File: config.mk
export PLATFORM = sky130hd
export DESIGN_NAME = fetch_unit_flat
export DESIGN_NICKNAME = d
export VERILOG_FILES = /design/src/rtl/fetch_pkg.sv /design/src/rtl/fetch_unit_if.sv /design/src/rtl/fetch_fifo.sv /design/src/rtl/fetch_unit.sv /design/src/flat_wrapper.sv
export SDC_FILE = /design/constraint.sdc
export NUM_CORES = 1
export LEC_CHECK = 0
export BUFFER_PORTS_ARGS = -buffer_cell sky130_fd_sc_hd__buf_2
export CAP_MARGIN = 20
export CORE_MARGIN = 4
export CORE_UTILIZATION = 53
export DETAILED_ROUTE_END_ITERATION = 6
export PLACE_DENSITY = 0.85
export SYNTH_ARGS = -nofsm -noshare
export SYNTH_HDL_FRONTEND = slang
export SYNTH_SLANG_ARGS = --single-unit
File: constraint.sdc
create_clock -name clk_i -period 3.1 [get_ports clk_i]
set_input_delay 0.155 -clock clk_i [delete_from_list [all_inputs] [get_ports clk_i]]
set_output_delay 0.155 -clock clk_i [all_outputs]
set_load 0.02 [all_outputs]
File: src/rtl/fetch_pkg.sv
// Shared definitions for the instruction fetch stage: widths, prefetch depth,
// FSM state encoding and the buffered entry layout.
package fetch_pkg;

    localparam int ADDR_W = 5;  // PC / instruction memory address width (32 words)
    localparam int INS_W  = 8;  // 3-bit opcode + 5-bit operand
    localparam int DEPTH  = 2;  // prefetch buffer entries

    typedef enum logic [1:0] {
        FETCH = 2'd0,  // issue permitted
        FULL  = 2'd1,  // entries + in-flight == DEPTH
        HALT  = 2'd2   // halt_i held, no new issues
    } fetch_state_e;

    typedef struct packed {
        logic [ADDR_W-1:0] addr;
        logic [INS_W-1:0]  ins;
    } fetch_entry_t;

    // PC advance; wraps silently at the top of the address space.
    function automatic logic [ADDR_W-1:0] pc_inc(input logic [ADDR_W-1:0] pc);
        return pc + 1'b1;
    endfunction

endpackage

File: src/rtl/fetch_unit_if.sv
// Bus bundle between the fetch stage, instruction memory and the CPU decode stage.
//
// Handshake: the head instruction (ins_o/ins_addr_o) transfers on every rising
// edge where ins_valid_o && ins_ready_i. While ins_valid_o is high and
// ins_ready_i is low the head is held stable. ins_valid_o never depends on
// ins_ready_i. Memory side: mem_data_i is valid exactly one cycle after a
// cycle with mem_en_o high.
interface fetch_unit_if;
    import fetch_pkg::*;

    logic              mem_en_o;
    logic [ADDR_W-1:0] mem_addr_o;
    logic [INS_W-1:0]  mem_data_i;
    logic [INS_W-1:0]  ins_o;
    logic [ADDR_W-1:0] ins_addr_o;
    logic              ins_valid_o;
    logic              ins_ready_i;
    logic              jmp_i;
    logic [ADDR_W-1:0] jmp_addr_i;
    logic              halt_i;

    // fetch unit side
    modport master (
        output mem_en_o, mem_addr_o, ins_o, ins_addr_o, ins_valid_o,
        input  mem_data_i, ins_ready_i, jmp_i, jmp_addr_i, halt_i
    );

    // memory / CPU / control side
    modport slave (
        input  mem_en_o, mem_addr_o, ins_o, ins_addr_o, ins_valid_o,
        output mem_data_i, ins_ready_i, jmp_i, jmp_addr_i, halt_i
    );

endinterface

File: src/rtl/fetch_fifo.sv
// Small synchronous FIFO holding prefetched {addr, ins} entries. Flush clears
// it in one edge; push and pop may happen together even when full.
module fetch_fifo
    import fetch_pkg::*;
#(
    parameter  int ENTRIES = DEPTH,
    localparam int PW      = (ENTRIES > 1) ? $clog2(ENTRIES) : 1,
    localparam int CW      = $clog2(ENTRIES + 1)
) (
    input  logic         clk,
    input  logic         rst,
    input  logic         push,
    input  fetch_entry_t push_data,
    input  logic         pop,
    input  logic         flush,
    output fetch_entry_t head,
    output logic [CW-1:0] count,
    output logic         empty
);

    fetch_entry_t  mem [ENTRIES];
    logic [PW-1:0] wr_ptr;
    logic [PW-1:0] rd_ptr;
    logic          full;
    logic          push_ok;
    logic          pop_ok;

    function automatic logic [PW-1:0] ptr_next(input logic [PW-1:0] p);
        return (p == PW'(ENTRIES - 1)) ? '0 : p + 1'b1;
    endfunction

    assign empty   = (count == '0);
    assign full    = (count == CW'(ENTRIES));
    assign pop_ok  = pop && !empty;
    assign push_ok = push && (!full || pop_ok);
    assign head    = mem[rd_ptr];

    // pointer and occupancy bookkeeping; flush wins over push/pop
    always_ff @(posedge clk) begin
        if (rst || flush) begin
            wr_ptr <= '0;
            rd_ptr <= '0;
            count  <= '0;
        end else begin
            if (push_ok) wr_ptr <= ptr_next(wr_ptr);
            if (pop_ok)  rd_ptr <= ptr_next(rd_ptr);
            count <= count + CW'(push_ok) - CW'(pop_ok);
        end
    end

    // entry storage needs no reset; occupancy alone defines validity
    always_ff @(posedge clk) begin
        if (push_ok && !flush) mem[wr_ptr] <= push_data;
    end

endmodule

File: src/rtl/fetch_unit.sv
// Instruction fetch stage: owns the PC, issues reads to the 32-word instruction
// memory, buffers up to DEPTH responses and hands them to decode via
// valid/ready. Taken jumps flush the buffer and drop the in-flight response.
// Optional feature macro: FETCH_STATS_EN adds fetch_cnt_o (saturating count of
// completed handshakes, cleared only by reset).
module fetch_unit
    import fetch_pkg::*;
(
    input  logic        clk_i,
    input  logic        rst_i,
    fetch_unit_if.master bus,
    output logic [1:0]  state_o
`ifdef FETCH_STATS_EN
    ,
    output logic [15:0] fetch_cnt_o
`endif
);

    localparam logic [1:0] ST_FETCH = FETCH;
    localparam logic [1:0] ST_FULL  = FULL;
    localparam logic [1:0] ST_HALT  = HALT;
    localparam int         CW       = $clog2(DEPTH + 1);

    logic [ADDR_W-1:0] pc;
    logic              inflight;
    logic [1:0]        state;
    logic [1:0]        state_next;
    logic [CW-1:0]     count;
    logic              empty;
    fetch_entry_t      head;
    fetch_entry_t      push_data;
    logic              pop;
    logic              push;
    logic              issue;
    logic [CW:0]       occ_free;

    // a response is dropped if a jump is sampled on the edge it would land
    assign pop       = bus.ins_valid_o && bus.ins_ready_i;
    assign push      = inflight && !bus.jmp_i;
    assign push_data = '{addr: bus.mem_addr_o - 1'b1, ins: bus.mem_data_i};

    // occupancy after this cycle's pop; a same-cycle pop frees a slot
    assign occ_free = (CW+1)'(count) + (CW+1)'(inflight) - (CW+1)'(pop);
    assign issue    = !rst_i && !bus.halt_i && !bus.jmp_i && (occ_free < (CW+1)'(DEPTH));

    assign bus.mem_en_o    = issue;
    assign bus.mem_addr_o  = pc;
    assign bus.ins_valid_o = !empty;
    assign bus.ins_o       = empty ? '0 : head.ins;
    assign bus.ins_addr_o  = empty ? '0 : head.addr;
    assign state_o         = state;

    fetch_fifo #(.ENTRIES(DEPTH)) u_fifo (
        .clk       (clk_i),
        .rst       (rst_i),
        .push      (push),
        .push_data (push_data),
        .pop       (pop),
        .flush     (bus.jmp_i),
        .head      (head),
        .count     (count),
        .empty     (empty)
    );

    // next FSM state from post-edge occupancy (buffered + newly issued)
    always_comb begin
        state_next = ST_FETCH;
        if (bus.jmp_i) begin
            state_next = bus.halt_i ? ST_HALT : ST_FETCH;
        end else if (bus.halt_i) begin
            state_next = ST_HALT;
        end else if ((occ_free + (CW+1)'(issue)) == (CW+1)'(DEPTH)) begin
            state_next = ST_FULL;
        end
    end

    // PC, in-flight tracking and FSM register; a jump overrides PC advance
    always_ff @(posedge clk_i) begin
        if (rst_i) begin
            pc       <= '0;
            inflight <= 1'b0;
            state    <= ST_FETCH;
        end else begin
            inflight <= issue;
            state    <= state_next;
            if (bus.jmp_i)  pc <= bus.jmp_addr_i;
            else if (issue) pc <= pc_inc(pc);
        end
    end

`ifdef FETCH_STATS_EN
    // saturating handshake counter, untouched by jumps
    always_ff @(posedge clk_i) begin
        if (rst_i)                            fetch_cnt_o <= '0;
        else if (pop && fetch_cnt_o != 16'hFFFF) fetch_cnt_o <= fetch_cnt_o + 16'd1;
    end
`endif

endmodule

File: src/flat_wrapper.sv
// flat-port wrapper written by rule: the top's interface ports become plain ports
module fetch_unit_flat import fetch_pkg::*;
  (clk_i, rst_i, state_o, bus_mem_en_o, bus_mem_addr_o, bus_ins_o, bus_ins_addr_o, bus_ins_valid_o, bus_mem_data_i, bus_ins_ready_i, bus_jmp_i, bus_jmp_addr_i, bus_halt_i);
  fetch_unit_if bus_i ();
  input  logic clk_i;
  input  logic rst_i;
  output logic [1:0] state_o;
  output wire logic [$bits(bus_i.mem_en_o)-1:0] bus_mem_en_o;
  output wire logic [$bits(bus_i.mem_addr_o)-1:0] bus_mem_addr_o;
  output wire logic [$bits(bus_i.ins_o)-1:0] bus_ins_o;
  output wire logic [$bits(bus_i.ins_addr_o)-1:0] bus_ins_addr_o;
  output wire logic [$bits(bus_i.ins_valid_o)-1:0] bus_ins_valid_o;
  input wire logic [$bits(bus_i.mem_data_i)-1:0] bus_mem_data_i;
  input wire logic [$bits(bus_i.ins_ready_i)-1:0] bus_ins_ready_i;
  input wire logic [$bits(bus_i.jmp_i)-1:0] bus_jmp_i;
  input wire logic [$bits(bus_i.jmp_addr_i)-1:0] bus_jmp_addr_i;
  input wire logic [$bits(bus_i.halt_i)-1:0] bus_halt_i;
  assign bus_mem_en_o = bus_i.mem_en_o;
  assign bus_mem_addr_o = bus_i.mem_addr_o;
  assign bus_ins_o = bus_i.ins_o;
  assign bus_ins_addr_o = bus_i.ins_addr_o;
  assign bus_ins_valid_o = bus_i.ins_valid_o;
  assign bus_i.mem_data_i = bus_mem_data_i;
  assign bus_i.ins_ready_i = bus_ins_ready_i;
  assign bus_i.jmp_i = bus_jmp_i;
  assign bus_i.jmp_addr_i = bus_jmp_addr_i;
  assign bus_i.halt_i = bus_halt_i;
  fetch_unit u_core (.clk_i(clk_i), .rst_i(rst_i), .bus(bus_i), .state_o(state_o));
endmodule
==> results.json, run 1 <==
{
  "path_class": "reg2reg",
  "crit_required_ps": 3360,
  "muxShareOfSynthArea_pct": 7.38,
  "avgSynthCellArea_um2": 12.0,
  "rows": 20,
  "relSlewSlack_pct": 36.6,
  "yosys.area.top_type": "edfxtp_1",
  "drtAntennaViolNets": 0,
  "p_clk_share_pct": 33.6,
  "root_buffer": "clkbuf_4",
  "synthSimpleGateAreaFrac_pct": 13.6,
  "synthTopCellsByCount": "edfxtp_1 (26), nor2_1 (25), dfxtp_1 (13), mux2i_1 (13), inv_1 (10)",
  "seq_power_share_pct": 56.8,
  "hold-worst-slack_ps": 58.7,
  "p_switching_mw": 0.240,
  "yosysMostFrequentCell": "edfxtp_1",
  "htreeDepth": 2,
  "hold_viol_final": 0,
  "gr-total-overflow": 0,
  "vdd_drop_max_uv": 279,
  "combPwrFrac_pct": 9.6,
  "synth_fa_ha_area_share_pct": 6.10,
  "r2r_slack_ps": 220,
  "status": "finished, final reports clean",
  "setup_viol_count_final": 0,
  "syn_inst": 147,
  "dp_hpwl_um": 2340,
  "drive_above_1_share_pct": 28.2,
  "period_needed_ps": 2880,
  "synth_edf_count": 26,
  "grt_util_met2_pct": 29.9,
  "synth_seq_cells": 39,
  "finalMaxSlewViolations": 0,
  "n_antenna_cell": 0,
  "synth_cell_type_count": 34,
  "utilization_pct": 70.5,
  "antenna_found_initial": 0,
  "fin_crit_sh_pct": 92.8,
  "met1_usage_pct": 20.0,
  "grt_pass1_wl_um": 5550,
  "synth-xor-area-share_pct": 5.89,
  "cts_made_buffers": 5,
  "start_util_pct": 56.4,
  "fp.dieH_um": 65.7,
  "core_um2": 3130,
  "synth_top_family_by_area": "simple AND/OR/NAND/NOR gates",
  "cts_tree": "yes",
  "skew_ps": 14.2,
  "synth_fp_nets": 173,
  "cts.path.max_buffers": 2,
  "initialDrtViolationCount": 32,
  "clock-sinks": 39,
  "clk_latency_ps": 350,
  "io_pins": 40,
  "synth-compound-area-share_pct": 4.76,
  "drc": 0,
  "vias_per_cell": 5.14,
  "gp_congestion": 0.798,
  "p_sw_share_pct": 23.5,
  "seq_area_frac_synth_pct": 59.0,
  "first_global_vias": 1264,
  "synthTopCellsByArea": "edfxtp_1 (44%), dfxtp_1 (15%), mux2i_1 (7.4%), nor2_1 (5.3%), ha_1 (5.0%)",
  "fin_setup_tns_ps": 0,
  "powerDensity_nw_per_um2": 465,
  "syn2layout_area_growth_pct": 25.1,
  "wl_per_cell_um": 13.6,
  "track_usage_pct": 17.3,
  "vias": 1265,
  "rsz0062_at_grt": "false",
  "fin_ws_ps": 224,
  "async_flop_share_pct": 0,
  "firstDrtPassIters": 4,
  "grt_max_degree": 15,
  "grtUsageMet3_pct": 5.30,
  "hold_path.class": "in2reg",
  "cellInternalPower_mw": 0.784,
  "synthFlopType": "edfxtp_1",
  "critPathMaxFanout": 7,
  "die_x_um": 65.7,
  "numPortBuffers": 39,
  "dieArea_um2": 4310,
  "top_usage_layer": "met2",
  "yosys_warnings": 0,
  "p_leak_nw": 0.919,
  "arrival_ps": 3140,
  "worst-slew-pin-transition_ps": 947,
  "place_ws_ps": 86.2,
  "synth_area_um2": 1760,
  "synth_top_area_share_pct": 44.3,
  "fin_nets": 227,
  "setup.worst_path.start_class": "flip-flop",
  "fmax_mhz": 348,
  "end_kind": "flip-flop",
  "cts.clk_slew.worst_paths_ps": 130,
  "maxCapViolations": 0,
  "wl_um": 3340
}
-- critical path, stage by stage (launching register included) --
cell,delay [ps]
dfxtp_1,390
o21ai_0,230
inv_1,70
ha_1,300
inv_1,70
ha_1,130
inv_1,50
fa_1,490
nand2b_1,220
nor3_2,80
ha_1,200
ha_1,180
xor2_1,160
nor4_1,220
-- state kept, by name, summed over array words and instances (netlist names), named ones only --
signal                 cells
u_core.u_fifo.rd_ptr       1
u_core.state_o             2
u_core.u_fifo.mem         26
u_core.u_fifo.count        2
u_core.u_fifo.wr_ptr       1
u_core.bus.mem_addr_o      5
u_core.inflight            1
-- stage by stage --
stage / instances / power [mW] / instance area, um^2
after CTS: 243 / 1.03 / 2170
after floorplan: 147 / 0.647 / 1770
final: 246 / 1.02 / 2200
after global placement: 228 / 0.678 / 2020
after global routing: 246 / 1.06 / 2200
after detailed placement: 228 / 0.682 / 2020
-- cell families (layout without fill, tap and decap cells) --
group,after synthesis,count (layout)
buf+inv,15,70
fa+ha+maj,8,8
flops,39,39
xor+xnor,11,11
compound gates,12,12
simple gates,49,49
mux,13,13
-- final cells by class --
| type | instances | area (um^2) |
|---|---|---|
| inverter | 11 | 41.3 |
| fill | 233 | 923 |
| clock inverter | 3 | 43.8 |
| multi-input combinational | 93 | 681 |
| sequential | 39 | 1040 |
| clock buffer | 5 | 37.5 |
| tap | 44 | 55.1 |
| timing repair buffer | 51 | 305 |
-- worst paths after layout --
check,depth (start not counted),end,from
max,13,u_core.state_o[0],u_core.u_fifo.count[0]
min,3,u_core.bus.mem_addr_o[0],bus_jmp_addr_i[0]
max reg2reg,13,u_core.state_o[0],u_core.u_fifo.count[0]
min reg2reg,2,flip-flop,u_core.u_fifo.rd_ptr
-- cells in the final DEF (no fill, tap or decap), types with 3 or more instances in the layout --
cell type      synthesis  routed
nor2b_1                3       3
clkbuf_4               0       5
mux2i_1               13      13
dlygate4sd3_1          0       8
xor2_1                 5       5
nand2_1                4       4
nor2_1                25      25
nor3_1                 4       3
buf_4                  0       4
ha_1                   7       7
nand2b_1               3       3
xnor2_1                5       5
inv_1                 10      10
dfxtp_1               13      13
buf_2                  1      39
edfxtp_1              26      26
-- layer usage --
layer | part of all wire [%] | vias up
li1 | - | 616
met4 | 2.2 | 0
met2 | 49 | 52
met3 | 8.0 | 7
met5 | 0 | -
met1 | 40 | 590
-- what timing repair did --
item	4_1_cts	5_1_grt
hold buffers	7	1
hold endpoints to repair	14	2
buffers inserted	0	1
gates resized for setup	0	1
setup endpoints to repair	0	1
-- power groups by stage --
stage / Sequential [mW] / Combinational [mW] / Clock [mW]
2_1_floorplan: 0.597 / 0.0496 / 0
3_3_place_gp: 0.592 / 0.0851 / 0
3_5_place_dp: 0.593 / 0.0893 / 0
4_1_cts: 0.581 / 0.0968 / 0.348
5_1_grt: 0.583 / 0.110 / 0.371
6_report: 0.581 / 0.0986 / 0.344
Power figures use the tool's default switching activity.
==> run 2: changes to the inputs <==
--- a/config.mk
+++ b/config.mk
@@ -7,7 +7,6 @@
 export LEC_CHECK = 0
 export BUFFER_PORTS_ARGS = -buffer_cell sky130_fd_sc_hd__buf_2
 export CAP_MARGIN = 20
-export CORE_MARGIN = 4
 export CORE_UTILIZATION = 53
 export DETAILED_ROUTE_END_ITERATION = 6
 export PLACE_DENSITY = 0.85
==> results.json, run 2 (synthesis gave the netlist of run 1 again) <==
{
  "cts.clk_slew.worst_paths_ps": 110,
  "crit_required_ps": 3360,
  "period_needed_ps": 2880,
  "critPathTopFamily": "adder cells",
  "fin_crit_sh_pct": 92.9,
  "setup_viol_count_final": 0,
  "powerDensity_nw_per_um2": 491,
  "r2r-start": "u_core.u_fifo.count[0]",
  "grt_pass1_wl_um": 4830,
  "rows": 20,
  "end_kind": "flip-flop",
  "clk_latency_ps": 340,
  "critPathMaxFanout": 9,
  "worst-path-buf-inv": 3,
  "holdPathEnd": "u_core.bus.mem_addr_o[1]",
  "crit_cells": 13,
  "nFillCells": 229,
  "firstDrtPassIters": 4,
  "hold_start": "rst_i",
  "gp_congestion": 0.785,
  "worst-slew-pin-transition_ps": 907,
  "dp_hpwl_um": 2090,
  "hold-worst-slack_ps": 72.0,
  "die_x_um": 59.7,
  "slowest_delay_ps": 430,
  "crit_slowest_cell": "fa_1",
  "fin_setup_tns_ps": 0,
  "vdd_drop_max_uv": 315,
  "rsz0062_at_grt": "false",
  "route.met2.wl_um": 1480,
  "relSlewSlack_pct": 39.3,
  "place_ws_ps": 114,
  "hold_path.class": "in2reg",
  "wl_um": 2990,
  "regArea_um2": 1040,
  "r2r-end": "u_core.state_o[0]",
  "drc": 0,
  "largest_register_ffs": 26,
  "post_cts_buffers": 0,
  "track_usage_pct": 18.6,
  "fmax_mhz": 347,
  "maxCapViolations": 0,
  "routed.top_layer": "met4",
  "finalMaxSlewViolations": 0,
  "antenna_found_initial": 0,
  "cts_tree": "yes",
  "fp.dieH_um": 59.7,
  "cts.path.max_buffers": 2,
  "numPortBuffers": 39,
  "gr-total-overflow": 0,
  "core_um2": 3100,
  "vias_per_cell": 5.04,
  "path_class": "reg2reg",
  "first_global_vias": 1175,
  "vias": 1234,
  "wl_met1_um": 1280,
  "path_cells": "o21ai_0 -> inv_1 -> ha_1 -> inv_1 -> ha_1 -> inv_1 -> fa_1 -> xor2_4 -> nor3_2 -> ha_1 -> ha_1 -> xor2_1 -> nor4_1",
  "initialDrtViolationCount": 25,
  "clock-sinks": 39,
  "htreeDepth": 2,
  "cts_made_buffers": 5,
  "holdPathStages": 2,
  "r2r_slack_ps": 220,
  "root_buffer": "clkbuf_4",
  "dieArea_um2": 3560,
  "start_util_pct": 56.8,
  "drtAntennaViolNets": 0,
  "final_common_cell": "buf_2",
  "io_pins": 40,
  "drive_above_1_share_pct": 27.4,
  "n_antenna_cell": 0,
  "fin_ws_ps": 221,
  "wl_per_cell_um": 12.2,
  "multi_input_area_um2": 681,
  "hold_viol_final": 0,
  "fin_nets": 226,
  "setup.worst_path.start_class": "flip-flop",
  "r2r_cells": 13,
  "status": "finished, final reports clean",
  "met3_length_um": 191,
  "grt_max_degree": 15,
  "largest-register": "u_core.u_fifo.mem",
  "arrival_ps": 3130,
  "p_leak_nw": 0.921,
  "syn2layout_area_growth_pct": 25.8,
  "finalPower_mw": 1.09,
  "mostFrequentLayoutCells": "buf_2 (39), edfxtp_1 (26), nor2_1 (25)",
  "skew_ps": 6.59,
  "crit_top_cell": "ha_1"
}
## run 2: cell type report
class / instances / area share, %
multi-input cells: 93 / 30.7
well taps: 44 / 2.48
flip-flops and latches: 39 / 47.0
clock buffers: 6 / 1.86
clock inverters: 2 / 2.71
inverters: 11 / 1.86
repair buffers: 50 / 13.4
## run 2: stage by stage
stage / area [um^2] / std cells / util, %
after floorplan: 1770 / 147 / -
after CTS: 2200 / 244 / 70.8
final: 2220 / 245 / 71.5
after global placement: 2020 / 228 / 65.0
after global routing: 2220 / 245 / 71.5
after detailed placement: 2020 / 228 / 65.0
## run 2: worst max-delay path by stage
| stage | from | endpoint | slack, ps |
|---|---|---|---|
| after detailed placement | u_core.u_fifo.count[0] | u_core.state_o[0] | 110 |
| after CTS | u_core.u_fifo.count[0] | u_core.state_o[0] | 110 |
| after floorplan | u_core.u_fifo.count[1] | u_core.state_o[0] | 150 |
| final | u_core.u_fifo.count[0] | u_core.state_o[0] | 220 |
| after global routing | u_core.u_fifo.count[0] | u_core.state_o[0] | 40 |
| after global placement | u_core.u_fifo.count[0] | u_core.state_o[0] | 300 |
## run 2: report_power, final
group,internal [mW],switching [mW]
clock,0.252,0.159
combinational,0.0439,0.0537
sequential,0.570,0.0114
total,0.865,0.224
## run 2: repair_timing
action                                  4_1_cts  5_1_grt
hold buffers                                  8        0
endpoints found under the setup margin        0        1
resized for setup                             0        1
endpoints found under the hold margin        16        0
## run 2: layer usage
layer	up-vias	track usage, %
met5	-	0
met1	570	20.7
li1	613	-
met3	5	6.06
met4	0	5.98
met2	46	33.5
